## config.mk

```make
export PLATFORM = sky130hd
export DESIGN_NAME = branch_resolve_ctrl_flat
export DESIGN_NICKNAME = d
export VERILOG_FILES = /design/src/rtl/branch_resolve_ctrl_if.sv /design/src/rtl/branch_resolve_ctrl.sv /design/src/flat_wrapper.sv
export SDC_FILE = /design/constraint.sdc
export NUM_CORES = 1
export LEC_CHECK = 0
export CAP_MARGIN = 15
export CELL_PAD_IN_SITES_DETAIL_PLACEMENT = 0
export CELL_PAD_IN_SITES_GLOBAL_PLACEMENT = 1
export CORE_MARGIN = 4
export CORE_UTILIZATION = 34
export DETAILED_ROUTE_END_ITERATION = 7
export GPL_TIMING_DRIVEN = 0
export PLACE_DENSITY = 0.89
export SKIP_CTS_REPAIR_TIMING = 1
export SLEW_MARGIN = 20
export SYNTH_ARGS = -nofsm -noshare
export SYNTH_HDL_FRONTEND = slang
export SYNTH_SLANG_ARGS = --single-unit
```

## constraint.sdc

```tcl
create_clock -name clk -period 3.7 [get_ports clk]
set_clock_uncertainty 0.1 [all_clocks]
set_input_delay 0.74 -clock clk [delete_from_list [all_inputs] [get_ports clk]]
set_output_delay 0.74 -clock clk [all_outputs]
set_load 0.1 [all_outputs]
```

## src/rtl/branch_resolve_ctrl_if.sv

```systemverilog
// Signal bundle between the ID-stage pipeline and the branch resolve sequencer.
// The master side drives the stage inputs; the slave side is the sequencer itself.
interface branch_resolve_ctrl_if;
    logic [2:0]  id_branch_op_i;
    logic [4:0]  id_rs_i;
    logic [4:0]  id_rt_i;
    logic        ex_reg_write_i;
    logic        ex_mem_read_i;
    logic [4:0]  ex_rd_i;
    logic        mem_reg_write_i;
    logic        mem_mem_read_i;
    logic [4:0]  mem_rd_i;
    logic        ext_flush_i;
    logic        id_compare_i;

    logic [2:0]  compare_op_o;
    logic        forward_a_o;
    logic        forward_b_o;
    logic        pc_write_o;
    logic        if_id_write_o;
    logic        id_ex_bubble_o;
    logic        pc_src_o;
    logic        if_id_flush_o;
    logic [15:0] branch_count_o;
    logic [15:0] taken_count_o;
    logic [15:0] stall_count_o;

    modport master (
        output id_branch_op_i, id_rs_i, id_rt_i,
        output ex_reg_write_i, ex_mem_read_i, ex_rd_i,
        output mem_reg_write_i, mem_mem_read_i, mem_rd_i,
        output ext_flush_i, id_compare_i,
        input  compare_op_o, forward_a_o, forward_b_o,
        input  pc_write_o, if_id_write_o, id_ex_bubble_o,
        input  pc_src_o, if_id_flush_o,
        input  branch_count_o, taken_count_o, stall_count_o
    );

    modport slave (
        input  id_branch_op_i, id_rs_i, id_rt_i,
        input  ex_reg_write_i, ex_mem_read_i, ex_rd_i,
        input  mem_reg_write_i, mem_mem_read_i, mem_rd_i,
        input  ext_flush_i, id_compare_i,
        output compare_op_o, forward_a_o, forward_b_o,
        output pc_write_o, if_id_write_o, id_ex_bubble_o,
        output pc_src_o, if_id_flush_o,
        output branch_count_o, taken_count_o, stall_count_o
    );
endinterface

```

## src/rtl/branch_resolve_ctrl.sv

```systemverilog
// ID-stage branch sequencer: hazard stalls, MEM-to-ID forwarding select, comparator
// op gating, PC-select / IF/ID flush, and saturating branch statistics.
module branch_resolve_ctrl (
    input  logic                  clk,
    input  logic                  rst,
    branch_resolve_ctrl_if.slave  bus
);
    // RESOLVE covers the detect cycle of any hazard; STALL2 is the extra bubble an
    // EX-stage load needs before its data reaches the write-first register file.
    typedef enum logic {
        RESOLVE,
        STALL2
    } state_e;

    state_e      state_q, state_d;
    logic [15:0] branch_cnt_q, branch_cnt_d;
    logic [15:0] taken_cnt_q, taken_cnt_d;
    logic [15:0] stall_cnt_q, stall_cnt_d;

    logic        is_branch;
    logic        uses_rt;
    logic        ex_hit;
    logic        mem_load_hit;
    logic [1:0]  stall_need;

    logic [2:0]  compare_op;
    logic        pc_write;
    logic        if_id_write;
    logic        id_ex_bubble;
    logic        pc_src;
    logic        if_id_flush;
    logic        inc_branch;
    logic        inc_taken;
    logic        inc_stall;

    function automatic logic [15:0] sat_inc(input logic [15:0] value, input logic en);
        return (en && value != 16'hFFFF) ? value + 16'd1 : value;
    endfunction

    // A matching rd of zero can never hit, so a nonzero rd implies a nonzero source.
    always_comb begin
        is_branch    = bus.id_branch_op_i inside {[3'd1:3'd6]};
        uses_rt      = (bus.id_branch_op_i == 3'd2) || (bus.id_branch_op_i == 3'd3);
        ex_hit       = bus.ex_reg_write_i && (bus.ex_rd_i != 5'd0) &&
                       ((bus.ex_rd_i == bus.id_rs_i) ||
                        (uses_rt && (bus.ex_rd_i == bus.id_rt_i)));
        mem_load_hit = bus.mem_reg_write_i && bus.mem_mem_read_i && (bus.mem_rd_i != 5'd0) &&
                       ((bus.mem_rd_i == bus.id_rs_i) ||
                        (uses_rt && (bus.mem_rd_i == bus.id_rt_i)));
        stall_need   = 2'd0;
        if (ex_hit && bus.ex_mem_read_i) begin
            stall_need = 2'd2;
        end else if (ex_hit || mem_load_hit) begin
            stall_need = 2'd1;
        end
    end

    assign bus.forward_a_o = bus.mem_reg_write_i && !bus.mem_mem_read_i &&
                             (bus.mem_rd_i == bus.id_rs_i) && (bus.id_rs_i != 5'd0);
    assign bus.forward_b_o = uses_rt && bus.mem_reg_write_i && !bus.mem_mem_read_i &&
                             (bus.mem_rd_i == bus.id_rt_i) && (bus.id_rt_i != 5'd0);

    // NOTE: every output gets a default before the case so no latch can be inferred.
    always_comb begin
        state_d      = state_q;
        compare_op   = 3'd0;
        pc_write     = 1'b1;
        if_id_write  = 1'b1;
        id_ex_bubble = 1'b0;
        pc_src       = 1'b0;
        if_id_flush  = 1'b0;
        inc_branch   = 1'b0;
        inc_taken    = 1'b0;
        inc_stall    = 1'b0;

        if (bus.ext_flush_i) begin
            state_d      = RESOLVE;
            id_ex_bubble = 1'b1;
        end else begin
            case (state_q)
                RESOLVE: begin
                    if (is_branch && stall_need != 2'd0) begin
                        pc_write     = 1'b0;
                        if_id_write  = 1'b0;
                        id_ex_bubble = 1'b1;
                        inc_stall    = 1'b1;
                        state_d      = (stall_need == 2'd2) ? STALL2 : RESOLVE;
                    end else if (is_branch) begin
                        compare_op  = bus.id_branch_op_i;
                        pc_src      = bus.id_compare_i;
                        if_id_flush = bus.id_compare_i;
                        inc_branch  = 1'b1;
                        inc_taken   = bus.id_compare_i;
                    end
                end
                STALL2: begin
                    pc_write     = 1'b0;
                    if_id_write  = 1'b0;
                    id_ex_bubble = 1'b1;
                    inc_stall    = 1'b1;
                    state_d      = RESOLVE;
                end
                default: state_d = RESOLVE;
            endcase
        end
    end

    always_comb begin
        branch_cnt_d = sat_inc(branch_cnt_q, inc_branch);
        taken_cnt_d  = sat_inc(taken_cnt_q, inc_taken);
        stall_cnt_d  = sat_inc(stall_cnt_q, inc_stall);
    end

    // NOTE: sequential state uses non-blocking assignments only.
    always_ff @(posedge clk or posedge rst) begin
        if (rst) begin
            state_q      <= RESOLVE;
            branch_cnt_q <= 16'd0;
            taken_cnt_q  <= 16'd0;
            stall_cnt_q  <= 16'd0;
        end else begin
            state_q      <= state_d;
            branch_cnt_q <= branch_cnt_d;
            taken_cnt_q  <= taken_cnt_d;
            stall_cnt_q  <= stall_cnt_d;
        end
    end

    assign bus.compare_op_o   = compare_op;
    assign bus.pc_write_o     = pc_write;
    assign bus.if_id_write_o  = if_id_write;
    assign bus.id_ex_bubble_o = id_ex_bubble;
    assign bus.pc_src_o       = pc_src;
    assign bus.if_id_flush_o  = if_id_flush;
    assign bus.branch_count_o = branch_cnt_q;
    assign bus.taken_count_o  = taken_cnt_q;
    assign bus.stall_count_o  = stall_cnt_q;
endmodule
```

## src/flat_wrapper.sv

```systemverilog
// flat-port wrapper written by rule: the top's interface ports become plain ports
module branch_resolve_ctrl_flat 
  (clk, rst, bus_id_branch_op_i, bus_id_rs_i, bus_id_rt_i, bus_ex_reg_write_i, bus_ex_mem_read_i, bus_ex_rd_i, bus_mem_reg_write_i, bus_mem_mem_read_i, bus_mem_rd_i, bus_ext_flush_i, bus_id_compare_i, bus_compare_op_o, bus_forward_a_o, bus_forward_b_o, bus_pc_write_o, bus_if_id_write_o, bus_id_ex_bubble_o, bus_pc_src_o, bus_if_id_flush_o, bus_branch_count_o, bus_taken_count_o, bus_stall_count_o);
  branch_resolve_ctrl_if bus_i ();
  input  logic clk;
  input  logic rst;
  input wire logic [$bits(bus_i.id_branch_op_i)-1:0] bus_id_branch_op_i;
  input wire logic [$bits(bus_i.id_rs_i)-1:0] bus_id_rs_i;
  input wire logic [$bits(bus_i.id_rt_i)-1:0] bus_id_rt_i;
  input wire logic [$bits(bus_i.ex_reg_write_i)-1:0] bus_ex_reg_write_i;
  input wire logic [$bits(bus_i.ex_mem_read_i)-1:0] bus_ex_mem_read_i;
  input wire logic [$bits(bus_i.ex_rd_i)-1:0] bus_ex_rd_i;
  input wire logic [$bits(bus_i.mem_reg_write_i)-1:0] bus_mem_reg_write_i;
  input wire logic [$bits(bus_i.mem_mem_read_i)-1:0] bus_mem_mem_read_i;
  input wire logic [$bits(bus_i.mem_rd_i)-1:0] bus_mem_rd_i;
  input wire logic [$bits(bus_i.ext_flush_i)-1:0] bus_ext_flush_i;
  input wire logic [$bits(bus_i.id_compare_i)-1:0] bus_id_compare_i;
  output wire logic [$bits(bus_i.compare_op_o)-1:0] bus_compare_op_o;
  output wire logic [$bits(bus_i.forward_a_o)-1:0] bus_forward_a_o;
  output wire logic [$bits(bus_i.forward_b_o)-1:0] bus_forward_b_o;
  output wire logic [$bits(bus_i.pc_write_o)-1:0] bus_pc_write_o;
  output wire logic [$bits(bus_i.if_id_write_o)-1:0] bus_if_id_write_o;
  output wire logic [$bits(bus_i.id_ex_bubble_o)-1:0] bus_id_ex_bubble_o;
  output wire logic [$bits(bus_i.pc_src_o)-1:0] bus_pc_src_o;
  output wire logic [$bits(bus_i.if_id_flush_o)-1:0] bus_if_id_flush_o;
  output wire logic [$bits(bus_i.branch_count_o)-1:0] bus_branch_count_o;
  output wire logic [$bits(bus_i.taken_count_o)-1:0] bus_taken_count_o;
  output wire logic [$bits(bus_i.stall_count_o)-1:0] bus_stall_count_o;
  assign bus_i.id_branch_op_i = bus_id_branch_op_i;
  assign bus_i.id_rs_i = bus_id_rs_i;
  assign bus_i.id_rt_i = bus_id_rt_i;
  assign bus_i.ex_reg_write_i = bus_ex_reg_write_i;
  assign bus_i.ex_mem_read_i = bus_ex_mem_read_i;
  assign bus_i.ex_rd_i = bus_ex_rd_i;
  assign bus_i.mem_reg_write_i = bus_mem_reg_write_i;
  assign bus_i.mem_mem_read_i = bus_mem_mem_read_i;
  assign bus_i.mem_rd_i = bus_mem_rd_i;
  assign bus_i.ext_flush_i = bus_ext_flush_i;
  assign bus_i.id_compare_i = bus_id_compare_i;
  assign bus_compare_op_o = bus_i.compare_op_o;
  assign bus_forward_a_o = bus_i.forward_a_o;
  assign bus_forward_b_o = bus_i.forward_b_o;
  assign bus_pc_write_o = bus_i.pc_write_o;
  assign bus_if_id_write_o = bus_i.if_id_write_o;
  assign bus_id_ex_bubble_o = bus_i.id_ex_bubble_o;
  assign bus_pc_src_o = bus_i.pc_src_o;
  assign bus_if_id_flush_o = bus_i.if_id_flush_o;
  assign bus_branch_count_o = bus_i.branch_count_o;
  assign bus_taken_count_o = bus_i.taken_count_o;
  assign bus_stall_count_o = bus_i.stall_count_o;
  branch_resolve_ctrl u_core (.clk(clk), .rst(rst), .bus(bus_i));
endmodule
```

==> results.md <==
- Most Used Layer, Global Route: met2
- Max Clk Rate: 0.2681 GHz
- RSZ-0062 raised after global routing: true
- Final Cycle Share: 1.008
- Ant diodes: 0
- Vias in the first global route: 2182
- CTS H-tree lvls: 2
- IO Count: 89
- Footprint of the multi-input gates: 1414 um2
- Worst skew pair latency: 0.30 ns
- Register area: 1226 um2
- Syn nets: 294
- Die Area: 9331 um2
- Most frequent cells in the layout: 72 x clkdlybuf4s50_1, 49 x dfrtp_1, 43 x xnor2_1
- DRC: 0
- XOR/XNOR Fraction of Synth Area: 0.2100
- Post-Synth Adder-Cell Area: 0.01406
- Synth unique cells: 36
- Max-slew headroom: 0.3434
- R2R setup slack: 1.36 ns
- Met1 usage: 0.1772
- Met3 Use GR: 0.03176
- R2r endpoint: u_core.bus.taken_count_o[1]
- Status: finished, violations left
- First-pass GRT wire length: 10190 um
- Critical path launch point type: primary input
- Chip width: 96.60 um
- Tot GR Track Use: 0.1380
- TritonCTS buffer count: 5
- Clock sink count: 49
- Area grow syn2layout: 47.87%
- Worst Max-Slew Pin Slew: 0.9818 ns
- Max clock buf depth: 2
- Mux share of post-synthesis cell area: 0.01266
- Pins over their slew limit: 0
- PnR worst setup slack: -0.02934 ns
- CP max FO: 4
- RePlAce Congestion: 0.8013
- Worst Hold Class: reg2reg
- Synth top area share: 0.4594
- FF-to-FF Start: u_core.bus.taken_count_o[3]
- Worst hold slack: 0.3866 ns
- Via-to-Cell Ratio: 4.832
- Final setup vio count: 2
- Largest family of logic cells by synthesized area: simple AND/OR/NAND/NOR gates
- PwrDens: 536.5 nW/um2
- Largest net degree at the start of global routing: 30
- Fraction of layout cells with a size suffix above 1: 0.1298
- Synthesis Warnings: 0
- Failing checks: negative setup slack
- DR pass1 iterations: 4
- WHS Endpoint: u_core.bus.taken_count_o[7]
- Design Area, Final: 3946 um2
- Max cap viols: 0
- Wire per inst: 13.27 um
- Cell area after synthesis: 2669 um2
- Commonest non-fill, non-tap cell in the layout: clkdlybuf4s50_1
- Chip height: 96.60 um
- Core area: 7687 um2
- DP HPWL: 4948 um
- Drt initial violations: 36
- Synth area leader: dfrtp_1
- Total global routing overflow: 0
- Starting Density: 0.3472
- Synth Area in Compound Gates: 0.03188
- CP arrival: 2.89 ns
- IO Port Bufs: 88
- Rows: 32
- R2R cell count: 6
- Sequential area share after synthesis: 0.4594
- Vias: 2242
- Fillers: 729
- Initial antenna violation count: 0
- Fin nets: 395
- Critical path class: in2out
- Mean Syn Cell Area: 10.26 um2
- Peak VDD IR: 0.0002566 V
- Final Hold Fails: 0
- CP Data Required Time: 2.86 ns
- Clock-pin slew on the worst setup and hold paths: 0.09 ns
- Root Buffer: clkbuf_8
- Simple-gate share of the synthesized area: 0.2461
- TritonCTS clock tree: built
- CP endpoint kind: output pin
- Hold path cells: 1
- M2 GR Usage: 0.2282
- Tmin final: 3.729 ns
- Syn Inst Count: 260
- Synth area leaders: dfrtp_1 46%, xnor2_1 14%, xor2_1 6.9%
- Min-delay src: u_core.bus.taken_count_o[7]
- Leak: 1.712 nW
- Final WL: 6157 um
- DRT antenna net count: 0
- Flops & latches, synth: 49
- Dpl cell area: 3741 um2
[synth_stat cells]
| cell | n |
|---|---|
| o41a_1 | 1 |
| ha_1 | 3 |
| nor2_1 | 17 |
| a21oi_1 | 2 |
| nor2b_1 | 1 |
| o21ai_0 | 1 |
| a211oi_1 | 1 |
| mux2_2 | 3 |
| or4_1 | 4 |
| and4_1 | 5 |
| buf_6 | 1 |
| nand3b_1 | 1 |
| inv_1 | 7 |
| buf_2 | 1 |
| nand3_1 | 12 |
| and2_1 | 1 |
| xnor2_1 | 43 |
| nand3_2 | 1 |
| nand4b_1 | 1 |
| buf_4 | 2 |
| nor3_1 | 13 |
| dfrtp_1 | 49 |
| o221a_2 | 1 |
| clkbuf_1 | 3 |
| or3_1 | 2 |
| and2_2 | 4 |
| and3_1 | 10 |
| a221oi_2 | 1 |
| xor2_1 | 21 |
| o211ai_1 | 1 |
| nand2_1 | 22 |
| nand4_1 | 19 |
| o31a_4 | 1 |
| and3_2 | 2 |
| nand2b_1 | 2 |
| nor4_4 | 1 |
[area by class of cell]
cell class	instances	area share
timing repair buffer	94	0.2432
sequential	49	0.3107
inverter	7	0.006658
tap	102	0.03234
multi-input combinational	197	0.3583
clock inverter	3	0.01744
clock buffer	5	0.01744
buffer	7	0.01395
[through the flow]
step                      setup slack, ns  total power [mW]  utilization  std cells  TNS (ns)
final                            -0.02934             2.117       0.5133        464  -0.04419
after global routing              -0.1122             2.219       0.5133        464   -0.2528
after CTS                          -1.292             2.138       0.5046        459    -9.534
after detailed placement           -1.285             1.679       0.4867        451    -9.439
after global placement             -1.244             1.665       0.4840        450    -9.167
after floorplan                   -0.2025             1.419            -        260   -0.2025
[power by group]
group          internal, mW  switching [mW]  total (mW)
sequential            0.607          0.0936       0.701
clock                 0.272           0.176       0.448
combinational         0.256           0.713       0.969
total                  1.14           0.982        2.12
[per-layer routing]
metal	wire length, um	up-vias
met1	2618	1070
met3	350	7
met5	0	-
met4	72	0
met2	3116	61
li1	-	1104
[logic make-up after synthesis]
group	after synthesis
muxes	3
and+or+nand+nor	118
xor gates and xnor gates	64
DFF	49
AOI/OAI and AO/OA	9
buffers and inverters	14
adders and majority gates	3
[state kept, by name (all words and copies together) (netlist names)]
| register | flops |
|---|---|
| u_core.state_q | 1 |
| u_core.bus.stall_count_o | 16 |
| u_core.bus.branch_count_o | 16 |
| u_core.bus.taken_count_o | 16 |
[worst max path at each step]
stage	slack, ns	cells after the start	from	endpoint
4_1_cts	-1.29	8	bus_mem_rd_i[0]	bus_pc_src_o
3_5_place_dp	-1.28	8	bus_mem_rd_i[0]	bus_pc_src_o
2_1_floorplan	-0.20	6	bus_id_rt_i[3]	bus_id_ex_bubble_o
5_1_grt	-0.11	10	bus_id_rt_i[3]	bus_pc_src_o
3_3_place_gp	-1.24	8	bus_mem_rd_i[0]	bus_pc_src_o
6_report	-0.03	6	bus_ex_rd_i[2]	bus_pc_write_o
[critical path, cell delays in order]
cell and delay, ns:
clkdlybuf4s50_1 0.47, or4_1 0.50, o221a_4 0.31, a221oi_4 0.41, buf_12 0.14, clkbuf_4 0.31
(Power assumes the default switching activity.)
